**config.mk**
```make
export PLATFORM = sky130hd
export DESIGN_NAME = pid_core
export DESIGN_NICKNAME = d
export VERILOG_FILES = /design/src/rtl/pid_core.sv
export SDC_FILE = /design/constraint.sdc
export NUM_CORES = 1
export LEC_CHECK = 0
export CAP_MARGIN = 20
export CORE_UTILIZATION = 29
export DETAILED_ROUTE_END_ITERATION = 10
export HOLD_SLACK_MARGIN = 0.15
export PLACE_DENSITY_LB_ADDON = 0.05
export SYNTH_ARGS = -nofsm -noshare
export SYNTH_HDL_FRONTEND = slang
export SYNTH_SLANG_ARGS = --single-unit
export TNS_END_PERCENT = 20
```
**constraint.sdc**
```tcl
create_clock -name clk -period 7.6 [get_ports clk]
set_clock_uncertainty 0.1 [all_clocks]
set_input_delay 1.52 -clock clk [delete_from_list [all_inputs] [get_ports clk]]
set_output_delay 1.52 -clock clk [all_outputs]
set_load 0.1 [all_outputs]
```
**src/rtl/pid_core.sv**
```systemverilog
// Balance-controller PID core: P/I/D terms from the saturated pitch error,
// saturated 12-bit registered effort, plus a saturating soft-start timer.
module pid_core #(
    parameter logic [4:0]  P_COEFF = 5'd9,
    parameter logic [5:0]  D_COEFF = 6'd22,
    parameter logic [26:0] SS_INC  = 27'd1
) (
    input  logic               clk,
    input  logic               rst_n,
    input  logic               vld,
    input  logic signed [9:0]  err_sat,
    input  logic               pwr_up,
    input  logic               rider_off,
    output logic signed [11:0] PID_cntrl,
    output logic               pid_vld,
    output logic        [7:0]  ss_tmr_hi
);

    localparam logic [26:0] SS_MAX = 27'h7FF_FFFF;

    logic [17:0] r_integ;
    logic [9:0]  r_prev1;
    logic [9:0]  r_prev2;
    logic [11:0] r_pid;
    logic        r_pidVld;
    logic [26:0] r_ssTmr;

    logic [14:0] w_pTerm;
    logic [17:0] w_integCand;
    logic        w_integOvf;
    logic [17:0] w_integNext;
    logic [15:0] w_iTerm;
    logic [10:0] w_dDiff;
    logic [6:0]  w_dSat;
    logic [12:0] w_dTerm;
    logic [15:0] w_sum;
    logic [11:0] w_sumSat;
    logic [27:0] w_ssSum;
    logic [26:0] w_ssNext;

    // Products are taken modulo the result width; operands are pre-extended so
    // the low bits are the correct two's-complement product.
    assign w_pTerm = {{5{err_sat[9]}}, err_sat} * {10'd0, P_COEFF};

    assign w_integCand = r_integ + {{8{err_sat[9]}}, err_sat};
    assign w_integOvf  = (r_integ[17] == err_sat[9]) && (w_integCand[17] != r_integ[17]);

    always_comb begin
        w_integNext = r_integ;
        if (!pwr_up || rider_off) begin
            w_integNext = 18'd0;
        end else if (vld && !w_integOvf) begin
            w_integNext = w_integCand;
        end
    end

    // The I term uses the value the integrator is about to take, so a clear
    // in the same cycle as a sample already removes its contribution.
    assign w_iTerm = {{4{w_integNext[17]}}, w_integNext[17:6]};

    assign w_dDiff = {err_sat[9], err_sat} - {r_prev2[9], r_prev2};

    always_comb begin
        w_dSat = w_dDiff[6:0];
        if (!w_dDiff[10] && (w_dDiff[9:6] != 4'h0)) begin
            w_dSat = 7'h3F;
        end else if (w_dDiff[10] && (w_dDiff[9:6] != 4'hF)) begin
            w_dSat = 7'h40;
        end
    end

    assign w_dTerm = {{6{w_dSat[6]}}, w_dSat} * {7'd0, D_COEFF};

    assign w_sum = {w_pTerm[14], w_pTerm} + w_iTerm + {{3{w_dTerm[12]}}, w_dTerm};

    always_comb begin
        w_sumSat = w_sum[11:0];
        if (!w_sum[15] && (w_sum[14:11] != 4'h0)) begin
            w_sumSat = 12'h7FF;
        end else if (w_sum[15] && (w_sum[14:11] != 4'hF)) begin
            w_sumSat = 12'h800;
        end
    end

    always_ff @(posedge clk or negedge rst_n) begin
        if (!rst_n) begin
            r_integ <= 18'd0;
        end else begin
            r_integ <= w_integNext;
        end
    end

    always_ff @(posedge clk or negedge rst_n) begin
        if (!rst_n) begin
            r_prev1 <= 10'd0;
            r_prev2 <= 10'd0;
        end else if (vld) begin
            r_prev2 <= r_prev1;
            r_prev1 <= err_sat;
        end
    end

    always_ff @(posedge clk or negedge rst_n) begin
        if (!rst_n) begin
            r_pid    <= 12'd0;
            r_pidVld <= 1'b0;
        end else begin
            r_pidVld <= vld;
            if (vld) begin
                r_pid <= w_sumSat;
            end
        end
    end

    // All-ones is the ceiling, so a carry out of the add means saturation.
    assign w_ssSum  = {1'b0, r_ssTmr} + {1'b0, SS_INC};
    assign w_ssNext = w_ssSum[27] ? SS_MAX : w_ssSum[26:0];

    always_ff @(posedge clk or negedge rst_n) begin
        if (!rst_n) begin
            r_ssTmr <= 27'd0;
        end else if (!pwr_up) begin
            r_ssTmr <= 27'd0;
        end else begin
            r_ssTmr <= w_ssNext;
        end
    end

    assign PID_cntrl = r_pid;
    assign pid_vld   = r_pidVld;
    assign ss_tmr_hi = r_ssTmr[26:19];

endmodule

```
* After elaboration in Yosys (flattened, before gate mapping)
Cells that the tools add are included.
Word-level totals: register bits 78, input bits 15, output and inout bits 21, word-level logic and storage cells 40
Cells by class: add/sub/neg operators 5, $mul 2, eq/ne operators 4, muxes and demuxes 8, reductions and logical operators 14
Operator list (count):
- $mux W27 | 2
- $mux W18 | 2
- $add A27 B1 Y28 const B | 1
- $mux W12 | 2
- $add A18 B18 Y18 | 1
- $add A15 B12 Y16 | 1
- $add A16 B16 Y16 | 1
- $mul A10 B5 Y15 const B | 1
- $mux W7 | 2
- $mul A13 B4 Y12 const B | 1
- $sub A10 B10 Y11 | 1
- $ne A4 B4 Y1 const B | 2
- $reduce_bool A4 Y1 | 2
- $logic_and A1 B1 Y1 | 6
- $logic_not A1 Y1 | 4
- $reduce_bool A2 Y1 | 1
- $eq A1 B1 Y1 | 1
- $logic_or A1 B1 Y1 | 1
- $ne A1 B1 Y1 | 1

* Depth between registers and ports, before layout
Gate-level depths: netlist of the first run.
word-level depth 13, mapped depth 33

* Least setup slack after synthesis of the first run
No wires, ideal clock.
kind input-to-reg, from input err_sat[2], to register r_pid[0], in the netlist PID_cntrl[0], library setup time 133 ps, arrival 7910 ps, slack -543 ps, stages on the path 30, buffers on the path 1, cells stage by stage ha_1 nor2b_1 o31a_1 o311a_1 o21ai_0 inv_1 nor2_1 o21ai_0 ha_1 inv_1 fa_1 inv_1 ha_1 a21oi_1 o21bai_1 a21oi_1 o21ai_0 nand3_1 nor3_1 nor3_1 fa_1 ha_1 a21oi_1 nor2b_1 o21a_1 a211oi_1 xnor2_1 a41oi_1 buf_4 o22ai_1
On the way: word-level cells in the longest chain between the ends 13, elaborated cells between the ends (all ways) 26
RTL lines:
- from (decl) | RTL line 11 | input logic signed [9:0] err_sat,
- parallel branches: the longest is 8 deep, another holds $mul A13 B4 Y12
- $add A16 B16 Y16 (*) | RTL line 74 | assign w_sum = {w_pTerm[14], w_pTerm} + w_iTerm + {{3{w_dTerm[12]}}, w_dTerm};
- $ne A4 B4 Y1 | RTL line 80 | end else if (w_sum[15] && (w_sum[14:11] != 4'hF)) begin
- $logic_and A1 B1 Y1 | RTL line 80
- $mux W12 | RTL line 80
- $mux W12 (*) | RTL line 78 | if (!w_sum[15] && (w_sum[14:11] != 4'h0)) begin
- to (signal assigned) | RTL line 110 | r_pid <= w_sumSat;
- to (decl) | RTL line 24 | logic [11:0] r_pid;
Mark *: on every way between the ends. The select of a mux whose other input is x is not followed. A chain may end at the register's enable or synchronous reset.

* Final worst setup path of the first run
from input err_sat[0], to register r_pid[9], in the netlist PID_cntrl[9]
The elaborated chain is that of the path after synthesis.

==> impl_metrics.json, run 1 <==
{
  "holdPathStages": 2,
  "gp_congestion": 0.7979,
  "holdBufCountCts": 0,
  "cts_buffers": 9,
  "cp_slowest_cell": "fa_1",
  "routed_wl_mm": 19.08,
  "die_w_um": 157.5,
  "ys_ff_latch": 78,
  "ios": 36,
  "ant_nets": 0,
  "rrSetupSlack_ns": 0.97,
  "fin_area_um2": 10020,
  "ff2ff_path_depth": 32,
  "grt_antenna_before_repair": 0,
  "die_area_um2": 24800,
  "setup_viol": 0,
  "place_hpwl_mm": 14.71,
  "cts-root-buf": "clkbuf_16",
  "status": "finished, final reports clean",
  "final_nets": 1112,
  "period_share_pct": 98.58,
  "synth_edf_count": 0,
  "drt_iter0_markers": 176,
  "cp_data_required_time_ns": 7.73,
  "core_region_area_um2": 23610,
  "cts_tree": "done",
  "die_h_um": 157.5,
  "synth-main-ff-cell": "dfrtp_1",
  "worstMarginPinSlew_ns": 0.9858,
  "r2r-start": "r_prev2[2]",
  "synthCells": 779,
  "finalCriticalPeriod_ns": 7.492,
  "hold_path_class": "reg -> reg",
  "clk_latency_ns": 0.35,
  "slowest_delay_ns": 0.51,
  "slew_headroom_pct": 34.07,
  "viasPerCell": 4.707,
  "h-tree-depth": 3,
  "grt.total_usage_pct": 16.89,
  "synth_cell_types": 62,
  "rsz0062_at_grt": "yes",
  "max_cap_viol_count": 0,
  "portBuffers": 35,
  "grt_pass1_wl_mm": 32.56,
  "whs_ns": 0.3833,
  "syn_area_um2": 7010,
  "cts_sinks": 78,
  "grt_pass1_vias": 6628,
  "hold_viol": 0,
  "min_from": "r_prev1[2]",
  "wl_per_cell_um": 14.61,
  "drv_slew": 0,
  "grt_max_degree": 67,
  "layout_common_cells": "176 x buf_4, 86 x inv_1, 78 x dfrtp_1",
  "cp-start-kind": "primary input",
  "seq_area_frac_synth_pct": 27.84,
  "worstSetupEndpointType": "flip-flop",
  "syn-num-nets": 909,
  "yosysWarnings": 0,
  "globalRouteOverflowTotal": 0,
  "dr.pass1.iters": 4,
  "worst_r2r_endpoint": "PID_cntrl[9]",
  "cp.arrival_ns": 7.62,
  "crit_fanout": 6,
  "final_common_cell": "buf_4",
  "fmax_mhz": 133.5,
  "num_rows": 56,
  "clockBufferDepth": 2,
  "placed_area_um2": 8891,
  "path_class": "in -> reg",
  "clk_pin_slew_ns": 0.07,
  "drc": 0,
  "vias": 6147,
  "async_flop_share_pct": 100.0,
  "synth_area_per_cell_um2": 8.999,
  "synthToLayoutAreaGrowth_pct": 42.91,
  "start_util_pct": 29.69,
  "antenna_cells": 0,
  "layout-drive-gt1-share_pct": 33.74,
  "whs_endpoint": "r_prev2[2]"
}
-- worst max-delay path by stage --
| stage | from | slack [ns] | end | cells past startpoint |
|---|---|---|---|---|
| floorplan | err_sat[0] | 0.01 | PID_cntrl[0] | 29 |
| CTS | err_sat[6] | 0.01 | PID_cntrl[0] | 27 |
| global route | err_sat[0] | -0.25 | PID_cntrl[9] | 35 |
| finish | err_sat[0] | 0.11 | PID_cntrl[9] | 34 |
| detailed placement | err_sat[0] | -0.95 | PID_cntrl[0] | 31 |
| global placement | err_sat[0] | -0.93 | PID_cntrl[4] | 31 |
-- stage by stage --
| stage | setup slack (ns) | setup TNS (ns) | instances | utilization, % |
|---|---|---|---|---|
| after floorplan | 0.01284 | 0 | 779 | - |
| after global placement | -0.9307 | -10.85 | 1263 | 37.65 |
| after detailed placement | -0.9451 | -10.95 | 1263 | 37.65 |
| after CTS | 0.01019 | 0 | 1301 | 41.58 |
| after global routing | -0.2460 | -2.477 | 1306 | 42.43 |
| final | 0.1079 | 0 | 1306 | 42.43 |
-- sequential cells by signal, indices dropped and copies added (netlist names) --
name / flops
r_prev1: 10
r_integ: 18
r_ssTmr: 27
PID_cntrl: 12
r_prev2: 10
pid_vld: 1
-- repair_timing --
| action | in CTS | in global routing |
|---|---|---|
| pin swaps | 61 | 21 |
| buffers inserted | 21 | 4 |
| cloned | 1 | 1 |
| resized for setup | 110 | 49 |
| endpoints found under the setup margin | 12 | 12 |
-- Yosys cell counts (all sizes together) (3+ instances only) --
library cell / instances / area [um2]
a211oi: 9 / 72.57
a21boi: 23 / 172.7
a21o: 12 / 90.09
a21oi: 33 / 168.9
a31oi: 7 / 43.79
and3: 8 / 50.05
buf: 13 / 93.83
clkbuf: 16 / 60.06
dfrtp: 78 / 1952
fa: 28 / 560.5
ha: 87 / 1089
inv: 94 / 352.8
mux2: 13 / 146.4
nand2: 52 / 195.2
nand2b: 5 / 31.28
nand3: 28 / 140.1
nand4: 5 / 31.28
nor2: 49 / 183.9
nor2b: 10 / 62.56
nor3: 9 / 45.04
nor3b: 3 / 22.52
o2111ai: 3 / 26.28
o211ai: 7 / 52.55
o21a: 8 / 60.06
o21ai: 54 / 270.3
o21bai: 5 / 37.54
o22ai: 16 / 106.4
or2: 6 / 37.54
or3: 3 / 18.77
xnor2: 37 / 324.1
xor2: 24 / 210.2
-- final cells by class --
type | instances | area [um2]
clock inverter | 7 | 55.05
clock buffer | 9 | 225.2
inverter | 94 | 355.3
tap | 319 | 399.1
fill | 2334 | 13590
timing repair buffer | 221 | 1792
sequential | 78 | 1952
multi-input combinational | 578 | 5240
-- worst max-delay path, delay by kind of cell --
kind                       cells  cell delay [ns]
AOI/OAI and AO/OA             12             2.22
adders and majority gates      7             2.06
xor gates and xnor gates       2             0.28
buffers and inverters          7             0.66
and+or+nand+nor                6             0.90
-- metal layers --
layer,vias to the layer above,track usage [%],wire (um)
met1,2973,20.46,8771
met4,0,6.380,505
li1,3110,-,-
met2,42,30.11,9478
met5,-,0,0
met3,22,2.368,327
-- logic make-up (layout without fill, tap and decap cells) --
group	count (synthesis)	after routing	synth area share [%]
AO/OA/AOI/OAI	199	199	18.67
XOR/XNOR	61	61	7.621
multiplexers	14	14	2.231
AND/OR/NAND/NOR	189	189	12.89
adder cells (fa/ha/maj)	115	115	23.52
buffers and inverters	123	331	7.228
flip-flops	78	78	27.84
Power of run 1 is left out: the tool's default activity adds up to more than one toggle a clock period on the data nets, which glitch-free logic cannot reach.
==> run 2: changes to the inputs <==
--- a/config.mk
+++ b/config.mk
@@ -6,10 +6,11 @@
 export NUM_CORES = 1
 export LEC_CHECK = 0
 export CAP_MARGIN = 20
+export CORE_MARGIN = 1
 export CORE_UTILIZATION = 29
 export DETAILED_ROUTE_END_ITERATION = 10
 export HOLD_SLACK_MARGIN = 0.15
-export PLACE_DENSITY_LB_ADDON = 0.05
+export PLACE_DENSITY = 0.55
 export SYNTH_ARGS = -nofsm -noshare
 export SYNTH_HDL_FRONTEND = slang
 export SYNTH_SLANG_ARGS = --single-unit
==> impl_metrics.json, run 2 (same netlist as run 1, synthesis figures left out) <==
{
  "status": "finished with violations",
  "violations": "negative setup slack",
  "slowest_delay_ns": 0.50,
  "ff2ff_path_depth": 31,
  "regArea_um2": 1952,
  "drt_iter0_markers": 226,
  "die_h_um": 157.5,
  "final_nets": 1141,
  "cp.arrival_ns": 7.76,
  "fmax_mhz": 130.9,
  "routed_wl_mm": 19.03,
  "cts_sinks": 78,
  "holdPathStages": 2,
  "largest_reg_flops": 27,
  "pre_cts_ws_ns": -1.087,
  "multiInputGateArea_um2": 5379,
  "clockBufferDepth": 2,
  "path_common_cell": "buf_4",
  "num_rows": 56,
  "synthToLayoutAreaGrowth_pct": 49.12,
  "gp_congestion": 0.7874,
  "vias": 6293,
  "rsz0062_at_grt": "yes",
  "grt_antenna_before_repair": 0,
  "setup_viol": 11,
  "die_area_um2": 24800,
  "antenna_cells": 0,
  "ios": 36,
  "dr.pass1.iters": 4,
  "nFillCells": 2283,
  "cp_slowest_cell": "fa_1",
  "timing.final.ws_setup_ns": -0.03904,
  "period_share_pct": 100.5,
  "whs_endpoint": "r_prev2[5]",
  "cp_data_required_time_ns": 7.72,
  "h-tree-depth": 3,
  "worst_r2r_endpoint": "PID_cntrl[0]",
  "worstMarginPinSlew_ns": 0.9859,
  "ant_nets": 0,
  "whs_ns": 0.3847,
  "drc": 0,
  "rrSetupSlack_ns": 0.83,
  "hold_path_class": "reg -> reg",
  "core_region_area_um2": 23610,
  "portBuffers": 35,
  "globalRouteOverflowTotal": 0,
  "worstSetupEndpointType": "flip-flop",
  "grt_pass1_vias": 6535,
  "layout-drive-gt1-share_pct": 37.30,
  "final_common_cell": "buf_4",
  "grt_pass1_wl_mm": 31.72,
  "crit_fanout": 6,
  "grt.total_usage_pct": 16.25,
  "layout_common_cells": "193 x buf_4, 82 x inv_1, 78 x dfrtp_1",
  "path_class": "in -> reg",
  "cp-start-kind": "primary input",
  "viasPerCell": 4.714,
  "finalCriticalPeriod_ns": 7.639,
  "wl_per_cell_um": 14.26,
  "clk_latency_ns": 0.35,
  "cts_buffers": 9,
  "grt_max_degree": 79,
  "min_from": "r_prev1[5]",
  "top_register": "r_ssTmr",
  "cts_tree": "done",
  "clk_pin_slew_ns": 0.06,
  "hold_viol": 0,
  "max_cap_viol_count": 0,
  "r2r-start": "r_prev2[0]",
  "slew_headroom_pct": 34.07,
  "cts-root-buf": "clkbuf_16",
  "drv_slew": 0,
  "start_util_pct": 29.69,
  "die_w_um": 157.5,
  "place_hpwl_mm": 13.45,
  "holdBufCountCts": 0
}
==> run 2: cell types whose count changed in the layout (fill, tap and decap cells not counted), sizes merged <==
cell and delta:
bufinv +2, inv -3, clkdlybuf4s15 +1, dlygate4sd2 -1
buf +30
==> run 2: worst max-delay path by stage <==
| stage | to | start | cells past startpoint |
|---|---|---|---|
| after floorplan | PID_cntrl[0] | err_sat[0] | 29 |
| after global placement | PID_cntrl[4] | err_sat[0] | 34 |
| after detailed placement | PID_cntrl[2] | err_sat[0] | 34 |
| after CTS | PID_cntrl[3] | err_sat[0] | 32 |
| after global routing | PID_cntrl[1] | err_sat[0] | 32 |
| final | PID_cntrl[0] | err_sat[2] | 33 |
==> run 2: timing repair <==
action / CTS / global route
setup endpoints to repair: 12 / 12
cloned: 2 / 0
setup buffers: 45 / 19
gates resized for setup: 142 / 49
pin swaps: 68 / 60
==> run 2: area by class of cell <==
type / count / area share, %
flip-flops and latches: 78 / 18.67
repair buffers: 250 / 19.53
multi-input cells: 578 / 51.45
clock buffers: 10 / 2.286
inverters: 94 / 3.423
well taps: 319 / 3.818
clock inverters: 6 / 0.8139
==> run 2: per-stage QoR <==
step           TNS [ns]  utilization [%]  area (um2)  instances
4_1_cts          -1.009            42.99       10150       1317
3_5_place_dp     -12.57            37.31        8811       1254
2_1_floorplan         0                -        7086        779
5_1_grt          -3.018            44.27       10450       1335
3_3_place_gp     -12.42            37.31        8811       1254
6_report        -0.3569            44.27       10450       1335
==> run 2: per-layer routing <==
| metal | up-vias | global-route usage [%] | wire length [um] |
|---|---|---|---|
| met5 | - | 0 | 0 |
| met4 | 0 | 4.485 | 273 |
| met3 | 13 | 1.790 | 251 |
| met2 | 42 | 29.33 | 9698 |
| met1 | 3076 | 20.31 | 8808 |
| li1 | 3162 | - | - |
==> run 2: critical path: cells and delay by family <==
family / cells / cell delay (ns)
AOI/OAI and AO/OA: 13 / 2.30
adders and majority gates: 6 / 2.00
buffers and inverters: 10 / 1.10
and+or+nand+nor: 3 / 0.70
xor gates and xnor gates: 1 / 0.10
Power of run 2 is left out for the same reason.
